[src/rtl/quad_encoder_bank.sv]
// Bank of NUM_CH rotary-encoder channels. Each channel has debounced a/b inputs, an x1/x4
// quadrature decoder, a wrap/saturate counter with preload, step/dir strobes and a sticky error flag.
module quad_encoder_bank #(
  parameter int unsigned NUM_CH   = 3,
  parameter int unsigned WIDTH    = 8,
  parameter int unsigned HIST_LEN = 8,
  parameter int unsigned STEP     = 1,
  parameter int unsigned DECODE   = 1,
  parameter int unsigned SATURATE = 0
) (
  input  logic                    clk,
  input  logic                    reset,
  input  logic [NUM_CH-1:0]       a,
  input  logic [NUM_CH-1:0]       b,
  input  logic [NUM_CH-1:0]       load,
  input  logic [WIDTH-1:0]        load_value,
  input  logic                    clr_err,
  output logic [NUM_CH*WIDTH-1:0] value,
  output logic [NUM_CH-1:0]       step,
  output logic [NUM_CH-1:0]       dir,
  output logic [NUM_CH-1:0]       err
);

  localparam logic [WIDTH:0] StepInc = (WIDTH+1)'(STEP);
  localparam bit             X4Mode  = (DECODE == 4);
  localparam bit             Clamp   = (SATURATE != 0);

  for (genvar i = 0; i < NUM_CH; i++) begin : g_ch
    logic [HIST_LEN-1:0] hist_a_q, hist_b_q;
    logic                deb_a_q, deb_b_q;
    logic                deb_a_d, deb_b_d;
    logic [1:0]          prev_q;
    logic [1:0]          cur_ab;
    logic [WIDTH-1:0]    cnt_q, cnt_d;
    logic                step_q, step_d;
    logic                dir_q, dir_d;
    logic                err_q, err_d;
    logic                is_step, is_up, illegal;
    logic [WIDTH:0]      sum, diff;

    // Debounced bit moves only once the whole history agrees; otherwise it holds.
    always_comb begin
      deb_a_d = deb_a_q;
      if (&hist_a_q) begin
        deb_a_d = 1'b1;
      end else if (hist_a_q == '0) begin
        deb_a_d = 1'b0;
      end
      deb_b_d = deb_b_q;
      if (&hist_b_q) begin
        deb_b_d = 1'b1;
      end else if (hist_b_q == '0) begin
        deb_b_d = 1'b0;
      end
    end

    always_comb begin
      cur_ab  = {deb_a_q, deb_b_q};
      is_step = 1'b0;
      is_up   = 1'b0;
      illegal = 1'b0;
      if (X4Mode) begin
        // {prev, cur}: forward Gray order is 00 -> 01 -> 11 -> 10 -> 00.
        unique case ({prev_q, cur_ab})
          4'b0001, 4'b0111, 4'b1110, 4'b1000: begin
            is_step = 1'b1;
            is_up   = 1'b1;
          end
          4'b0100, 4'b1101, 4'b1011, 4'b0010: begin
            is_step = 1'b1;
          end
          4'b0011, 4'b1100, 4'b0110, 4'b1001: begin
            illegal = 1'b1;
          end
          default: ;
        endcase
      end else begin
        is_step = ~prev_q[1] & cur_ab[1];
        is_up   = ~cur_ab[0];
      end
    end

    always_comb begin
      sum    = {1'b0, cnt_q} + StepInc;
      diff   = {1'b0, cnt_q} - StepInc;
      cnt_d  = cnt_q;
      step_d = is_step;
      dir_d  = dir_q;
      err_d  = illegal | (err_q & ~clr_err);
      if (is_step) begin
        dir_d = is_up;
        if (is_up) begin
          cnt_d = (Clamp && sum[WIDTH]) ? '1 : sum[WIDTH-1:0];
        end else begin
          cnt_d = (Clamp && diff[WIDTH]) ? '0 : diff[WIDTH-1:0];
        end
      end
      // Preload wins over a concurrent step; the strobe still reports the step.
      if (load[i]) begin
        cnt_d = load_value;
      end
    end

    always_ff @(posedge clk or posedge reset) begin
      if (reset) begin
        hist_a_q <= '0;
        hist_b_q <= '0;
        deb_a_q  <= 1'b0;
        deb_b_q  <= 1'b0;
        prev_q   <= 2'b00;
        cnt_q    <= '0;
        step_q   <= 1'b0;
        dir_q    <= 1'b0;
        err_q    <= 1'b0;
      end else begin
        hist_a_q <= {hist_a_q[HIST_LEN-2:0], a[i]};
        hist_b_q <= {hist_b_q[HIST_LEN-2:0], b[i]};
        deb_a_q  <= deb_a_d;
        deb_b_q  <= deb_b_d;
        prev_q   <= cur_ab;
        cnt_q    <= cnt_d;
        step_q   <= step_d;
        dir_q    <= dir_d;
        err_q    <= err_d;
      end
    end

    assign value[i*WIDTH +: WIDTH] = cnt_q;
    assign step[i]                 = step_q;
    assign dir[i]                  = dir_q;
    assign err[i]                  = err_q;
  end

endmodule

[config.mk]
export PLATFORM = sky130hd
export DESIGN_NAME = quad_encoder_bank
export DESIGN_NICKNAME = d
export VERILOG_FILES = /design/src/rtl/quad_encoder_bank.sv
export SDC_FILE = /design/constraint.sdc
export NUM_CORES = 1
export LEC_CHECK = 0
export CORE_UTILIZATION = 52
export CTS_BUF_LIST = sky130_fd_sc_hd__clkbuf_2
export CTS_CLUSTER_DIAMETER = 200
export DETAILED_ROUTE_END_ITERATION = 7
export PLACE_DENSITY = 0.89
export SLEW_MARGIN = 0
export SYNTH_ARGS = -nofsm -noshare
export SYNTH_HDL_FRONTEND = slang
export SYNTH_SLANG_ARGS = --single-unit
export TNS_END_PERCENT = 20
[constraint.sdc]
create_clock -name clk -period 3.1 [get_ports clk]
set_input_delay 0.62 -clock clk [delete_from_list [all_inputs] [get_ports clk]]
set_output_delay 0.62 -clock clk [all_outputs]
set_load 0.05 [all_outputs]
# --- Word-level counts from Yosys, hierarchy flattened ---
# Index checks and enable logic that the tools add are counted.
word_totals:
  register_bits: 93
  in_bits: 20
  out_inout_bits: 33
classes:
  n_addsub: 6
  mux: 21
  bitwise: 13
  reduce_logical: 21
ops:
  columns: ["operator", "n"]
  rows:
  - ["2-to-1 mux 8 bit", 9]
  - ["zero test 8 bit", 6]
  - ["AND reduction 8 bit", 6]
  - ["adder 8 x 1 -> 8 bit, second input constant", 3]
  - ["subtractor 8 x 1 -> 8 bit, second input constant", 3]
  - ["nonzero test 2 bit", 9]
  - ["2-to-1 mux 1 bit", 12]
  - ["NOT 1 bit", 7]
  - ["bitwise AND 1 bit", 6]

# --- Logic depth before layout (Yosys ltp) ---
# Gate-level depths: netlist of run 1.
logic_depth:
  word_depth: 4
  ltp_mapped: 7

# --- Worst setup path before layout of run 1 ---
# Ideal clock, no wire load.
synth_path:
  path_type: "register to register"
  start: "register g_ch[2].cnt_q[4]"
  end: "register g_ch[2].cnt_q[7]"
  setup_time_ps: 120
  arrival_time_ps: 2267
  slack_ps: 714
  stages_incl_launch_ff: 7
  path_buffers: 0
  period_less_slack_ps: 2386
  path_cell_list: "dfrtp_1 ha_1 and2_4 a221o_1 or4_4 a21oi_2 and3b_1"
synth_between:
  elab_chain_cells: 4
synth_lines:
  columns: ["element", "line_no", "text"]
  rows:
  - ["start, declared", "34", "logic [WIDTH-1:0] cnt_q, cnt_d;"]
  - ["start signal, assigned", "121", "cnt_q <= cnt_d;"]
  - ["adder 8 x 1 -> 8 bit or subtractor 8 x 1 -> 8 bit (tied branches)", "84, 85", null]
  - ["2-to-1 mux 8 bit (*)", "92", "if (is_up) begin"]
  - ["2-to-1 mux 8 bit (*)", "90", "if (is_step) begin"]
  - ["2-to-1 mux 8 bit (*)", "99", "if (load[i]) begin"]
# Mark *: on every way between the ends. The rest lies on a longest branch, timed or not. The select of a mux whose other input is x is not followed.
# A chain may end at the register's enable or synchronous reset.

# --- Final worst setup path of run 1 ---
layout_path:
  start: "register g_ch[0].cnt_q[0]"
  end: "output value[0]"
layout_rtl:
  columns: ["element", "line_no", "text"]
  rows:
  - ["start, declared", "34", null]
  - ["start signal, assigned", "121", null]
  - ["end, declared", "18", "output logic [NUM_CH*WIDTH-1:0] value,"]
# No word-level cell between the ends.

==> results.cfg, run 1 <==
[run_status]
outcome = complete, no violations

[clock_network]
cts_tree = built
post_cts_resized = 0
cts.reportedPaths.clkPinSlew_ps = 290
clock_tree.buffer_depth = 2
tritoncts_buffers = 9
clkLatencyLatePin_ps = 560
cts.htree.levels = 3
cts_hold_repair.buffers = 0
number_of_buffers_added_for_setup_after_cts = 0
clkSinkCount = 90
cts.root.buffer_cell = clkbuf_2

[synth]
synthDistinctLibCells = 43
synth_cells = 374
yosys_register_bits = 90
yosys_most_used_dff = dfrtp_1
synth_edf_count = 0
postSynthAreaPerCell_um2 = 10.9
netlist.top_cell.by_area = dfrtp_1
netlist.area_leader.share = 0.552
synth.cell_area_mm2 = 0.00408
post_synth_main_area_contributors = dfrtp_1 55%, ha_1 5.5%, o21ai_0 4.2%
synth_sequential_area_ratio = 0.552
async_reset_ff_frac = 1.00
synth-warning-count = 0
synth.net_count = 415

[power]
power_per_cell_area_mw_per_mm2 = 522
peakVddDrop_mv = 0.346
leakage_nw = 1.97

[layout]
nets = 463
most_frequent_standard_cell_in_the_layout_excluding_fill_and_tap_cells = dfrtp_1
drive_above_1_share = 0.0609
fin_cells = 526
most-common-layout-cells = 90 x dfrtp_1, 52 x clkdlybuf4s50_1, 34 x o21ai_0, 27 x nand2_1, 23 x a21oi_1
finish.utilization = 0.646
diodes = 0
post-route-cell-area_mm2 = 0.00479
synthToLayoutAreaGrowth_pct = 17.3

[timing]
post-route-period-util = 0.814
clock_skew_ps = 43.4
finalSetupViolCount = 0
final.min_clock_period_ps = 2520
setup_total_negative_slack_ps = 0
worstMarginPinSlew_ps = 628
minimum_setup_slack_in_the_final_design_ps = 576
hold_viol_final = 0
slew_headroom = 0.580
max_freq_ghz = 0.396
grt_setup_unrepaired = false
drv_slew = 0

[route]
route.vias.total = 3048
route.antenna.remaining_nets = 0
total_routed_length_um = 7950
dr.pass1.iters = 4
vias_per_cell = 5.79
drcViolationCount = 0
post_drt_wl_per_cell_um = 15.1
drtIter0Drc = 187

[global_routing]
initial_antenna_violation_count = 0
wire_length_of_the_first_global_routing_pass_um = 13700
grt.overflow.total = 0
groute.usage.overall = 0.211
maximum_number_of_pins_on_one_net_before_global_route_repair = 41
number_of_global_route_vias_before_repair = 2869

[setup_path]
setup.worst_path.end_class = output port
critical-path-slowest-cell = clkdlybuf4s50_1
setup.worst_path.class = flip-flop to output port
critical_path_buf_inv_count = 1
cp-start-kind = flip-flop
cpLargestDelayFamily = buffers and inverters
worst_ep_arrival_time_ps = 1900
crit_chain = clkdlybuf4s50_1
crit_path_max_incr_delay_ps = 840
cp_max_fo = 5
worst_ep_required_time_ps = 2480

[floorplanning]
die_height_um = 90.6
initial_core_util = 0.551
placeableCoreArea_mm2 = 0.00741
rows = 31
die_width_um = 90.6
io_pins = 53
die_area_mm2 = 0.00820

[placed_design]
placed_wire_length_estimate_um = 5700
detailed_place.area_mm2 = 0.00466
numPlacedInstances = 510
numPortBuffers = 52
globalplace.congestion = 0.861
dp_slack_ps = 793

[hold_path]
min-delay-path-class = flip-flop to flip-flop

[run]
cap_viol_max_count = 0
-- registers in the layout, summed over array words and instances, names as in the netlist --
| signal | count |
|---|---|
| g_ch.step_q | 3 |
| g_ch.deb_a_q | 3 |
| g_ch.hist_a_q | 24 |
| g_ch.cnt_q | 24 |
| g_ch.err_q | 3 |
| g_ch.deb_b_q | 3 |
| g_ch.hist_b_q | 24 |
| g_ch.prev_q | 3 |
| g_ch.dir_q | 3 |
-- worst paths after layout --
check / from / endpoint / slack (ps) / cells past startpoint
worst max-delay path: g_ch[0].cnt_q[0]$_DFFE_PP0P_ / value[0] / 580 / 1
worst min register to register: g_ch[0].hist_a_q[5]$_DFF_PP0_ / g_ch[0].hist_a_q[6]$_DFF_PP0_ / 370 / 0
worst max register to register: g_ch[2].deb_b_q$_DFFE_PP0P_ / g_ch[2].cnt_q[7]$_DFFE_PP0P_ / 740 / 6
worst min-delay path: g_ch[0].hist_a_q[5]$_DFF_PP0_ / g_ch[0].hist_a_q[6]$_DFF_PP0_ / 370 / 0
min in group asynchronous: reset / g_ch[0].hist_b_q[2]$_DFF_PP0_ / 380 / 2
max in group asynchronous: reset / g_ch[0].hist_a_q[7]$_DFF_PP0_ / 2030 / 3
-- layout make-up --
cell class                 instances  area, µm²
fill                             567       2620
sequential                        90       2250
multi-input combinational        251       1670
timing repair buffer              55        556
tap                               99        124
clock inverter                     7       83.8
inverter                          15       57.6
clock buffer                       9       45.0
-- metrics by stage --
stage | power, mW | hold WS, ps
finish | 2.50 | 372
global route | 2.63 | 385
CTS | 2.52 | 373
detailed placement | 1.89 | 365
global placement | 1.87 | 353
floorplan | 1.72 | 348
-- routing by layer --
layer	up-vias	share of wire	wire (µm)	GRT usage
met4	0	0.023	184	0.0712
met1	1482	0.49	3860	0.308
met5	-	0	0	0
li1	1461	-	-	-
met2	88	0.44	3520	0.308
met3	17	0.048	381	0.0539
-- kinds of logic after synthesis --
logic type      Yosys count  share of synthesized area
flops                    90                      0.552
buf+inv                  33                     0.0390
compound gates          102                      0.158
simple gates            122                      0.167
fa+ha+maj                21                     0.0699
xor+xnor                  3                    0.00644
mux                       3                    0.00736
-- synth_stat cells (7+ instances only) --
cell type and n:
nor2b_1 9, nor3_1 11, inv_1 12, ha_1 18
a211oi_1 12, nand2_1 27, o21ai_0 34, buf_4 9
nor3b_1 13, dfrtp_1 90, nand3_1 9, a21oi_1 23
nand4_1 7, nor2_1 15, clkbuf_1 8
-- where the power goes --
part,internal [mW],switching [mW]
registers,1.25,0.0641
logic,0.210,0.341
clock network,0.203,0.429
total,1.67,0.834
Power figures use the tool's default switching activity.
==> run 2, diff against run 1 <==
--- a/config.mk
+++ b/config.mk
@@ -5,11 +5,11 @@
 export SDC_FILE = /design/constraint.sdc
 export NUM_CORES = 1
 export LEC_CHECK = 0
-export CORE_UTILIZATION = 52
+export CORE_UTILIZATION = 57
 export CTS_BUF_LIST = sky130_fd_sc_hd__clkbuf_2
 export CTS_CLUSTER_DIAMETER = 200
 export DETAILED_ROUTE_END_ITERATION = 7
-export PLACE_DENSITY = 0.89
+export PLACE_DENSITY = 0.92
 export SLEW_MARGIN = 0
 export SYNTH_ARGS = -nofsm -noshare
 export SYNTH_HDL_FRONTEND = slang
==> constraint.sdc (replaced) <==
create_clock -name clk -period 2.43 [get_ports clk]
set_input_delay 0.486 -clock clk [delete_from_list [all_inputs] [get_ports clk]]
set_output_delay 0.486 -clock clk [all_outputs]
set_load 0.05 [all_outputs]
==> run 2 against run 1 <==
Register-to-register slack worse by 670 ps. Via count rose by 1.9%. Highest routed layer unchanged. Hold slack worse by 210 ps. Wire length up 9.3%. Die area shrank 8.6%.
==> results.cfg, run 2 (synthesis results as in run 1) <==
[layout]
drive_above_1_share = 0.0719
diodes = 0
multi_input_comb_area_mm2 = 0.00167
nFillCells = 487
synthToLayoutAreaGrowth_pct = 18.1
most-common-layout-cells = 89 x dfrtp_1, 48 x clkdlybuf4s50_1, 34 x o21ai_0, 27 x nand2_1, 23 x a21oi_1
ff_latch_area_mm2 = 0.00225
most_frequent_standard_cell_in_the_layout_excluding_fill_and_tap_cells = dfrtp_1
nets = 467
leading_registers_by_flop_count = g_ch.cnt_q (24), g_ch.hist_a_q (24), g_ch.hist_b_q (24)

[timing]
hold_viol_final = 0
finalSetupViolCount = 0
slew_headroom = 0.632
final.min_clock_period_ps = 2360
drv_slew = 0
worstMarginPinSlew_ps = 552
post-route-period-util = 0.972
grt_setup_unrepaired = false
max_freq_ghz = 0.423
setup_total_negative_slack_ps = 0
minimum_setup_slack_in_the_final_design_ps = 67.4
clock_skew_ps = 35.1

[setup_path]
setup.worst_path.end_class = flip-flop
worst_ep_required_time_ps = 2920
critical-path-slowest-cell = dfrtp_1
setup.worst_path.class = flip-flop to flip-flop
worst_setup_path_startpoint = g_ch[0].deb_b_q$_DFFE_PP0P_
worst_r2r_startpoint = g_ch[0].deb_b_q$_DFFE_PP0P_
cp-start-kind = flip-flop
crit_chain = ha_1 > a211oi_1 > nor3b_1 > o2111a_1 > o31a_1 > o31ai_1
cp_max_fo = 9
crit_path_max_incr_delay_ps = 560
worst_ep_arrival_time_ps = 2850

[clock_network]
clock_tree.buffer_depth = 2
tritoncts_buffers = 9
number_of_buffers_added_for_setup_after_cts = 0
cts_tree = built
cts.htree.levels = 3
cts.root.buffer_cell = clkbuf_2
clkSinkCount = 90
cts.reportedPaths.clkPinSlew_ps = 260
clkLatencyLatePin_ps = 560

[route]
drcViolationCount = 0
post_drt_wl_per_cell_um = 16.5
dr.pass1.iters = 4
total_routed_length_um = 8680
vias_per_cell = 5.89
route.antenna.remaining_nets = 0
route.vias.total = 3105
drtIter0Drc = 216

[run]
cap_viol_max_count = 0

[placed_design]
globalplace.congestion = 0.895
numPortBuffers = 52
placed_wire_length_estimate_um = 6270
dp_slack_ps = 100

[global_routing]
number_of_global_route_vias_before_repair = 3160
wire_length_of_the_first_global_routing_pass_um = 14400
grt.overflow.total = 0
initial_antenna_violation_count = 0
groute.usage.overall = 0.254
maximum_number_of_pins_on_one_net_before_global_route_repair = 84

[power]
power_per_cell_area_mw_per_mm2 = 657
peakVddDrop_mv = 0.517
fin_total_pwr_mw = 3.17
leakage_nw = 2.00

[floorplanning]
die_width_um = 86.6
io_pins = 53
die_area_mm2 = 0.00750
die_height_um = 86.6
rows = 30
initial_core_util = 0.594
placeableCoreArea_mm2 = 0.00687

[hold_path]
min-delay-path-class = primary input to async pin

[run_status]
outcome = complete, no violations
run 2: changes by cell type in the layout (fill, tap and decap cells not counted), sizes merged:
cell | before | now
buf | 3 | 7
clkinvlp | 1 | 5
dlymetal6s2s | 0 | 3
inv | 15 | 13
dlygate4sd2 | 0 | 1
clkinv | 5 | 3
clkdlybuf4s50 | 52 | 48
run 2: final cells by class:
cell class / instances / area share
Clock buffer: 9 / 0.00935
Timing Repair Buffer: 59 / 0.123
Tap cell: 96 / 0.0249
Multi-Input combinational cell: 251 / 0.346
Clock inverter: 7 / 0.0161
Inverter: 15 / 0.0125
Sequential cell: 90 / 0.468
run 2: where the power goes:
group	internal [mW]	switching (mW)
clock network	0.243	0.532
logic	0.269	0.444
registers	1.60	0.0813
run 2: worst max-delay path: cells and delay by family, from the launching register on:
family	cells	cell delay (ps)
compound gates	4	1250
simple gates	1	130
fa+ha+maj	1	360
flops	1	560
run 2: layer usage:
metal / routed length (µm) / GRT usage
met5: 0 / 0
met4: 304 / 0.124
met3: 520 / 0.0648
met2: 4110 / 0.399
met1: 3750 / 0.331
run 2: final timing paths:
path	end	slack (ps)	cells past startpoint
max reg2reg	g_ch[0].cnt_q[7]$_DFFE_PP0P_	70	6
max	g_ch[0].cnt_q[7]$_DFFE_PP0P_	70	6
max in group asynchronous	g_ch[2].err_q$_DFF_PP0_	1590	3
min	g_ch[0].cnt_q[1]$_DFFE_PP0P_	160	2
min reg2reg	g_ch[1].hist_a_q[6]$_DFF_PP0_	360	0
min in group clk	g_ch[2].hist_b_q[0]$_DFF_PP0_	320	1
run 2: per-stage QoR:
| step | instances | utilization | area [µm²] | hold WS (ps) |
|---|---|---|---|---|
| global route | 527 | 0.701 | 4820 | 141 |
| detailed placement | 511 | 0.682 | 4690 | 363 |
| floorplan | 374 | - | 4080 | 348 |
| finish | 527 | 0.701 | 4820 | 165 |
| CTS | 527 | 0.700 | 4810 | 144 |
| global placement | 511 | 0.682 | 4690 | 353 |
run 2: timing repair:
item	CTS	global route
pin swaps	0	0
resized for setup	1	4
hold buffers	0	0
setup endpoints to repair	1	4
endpoints found under the hold margin	0	0
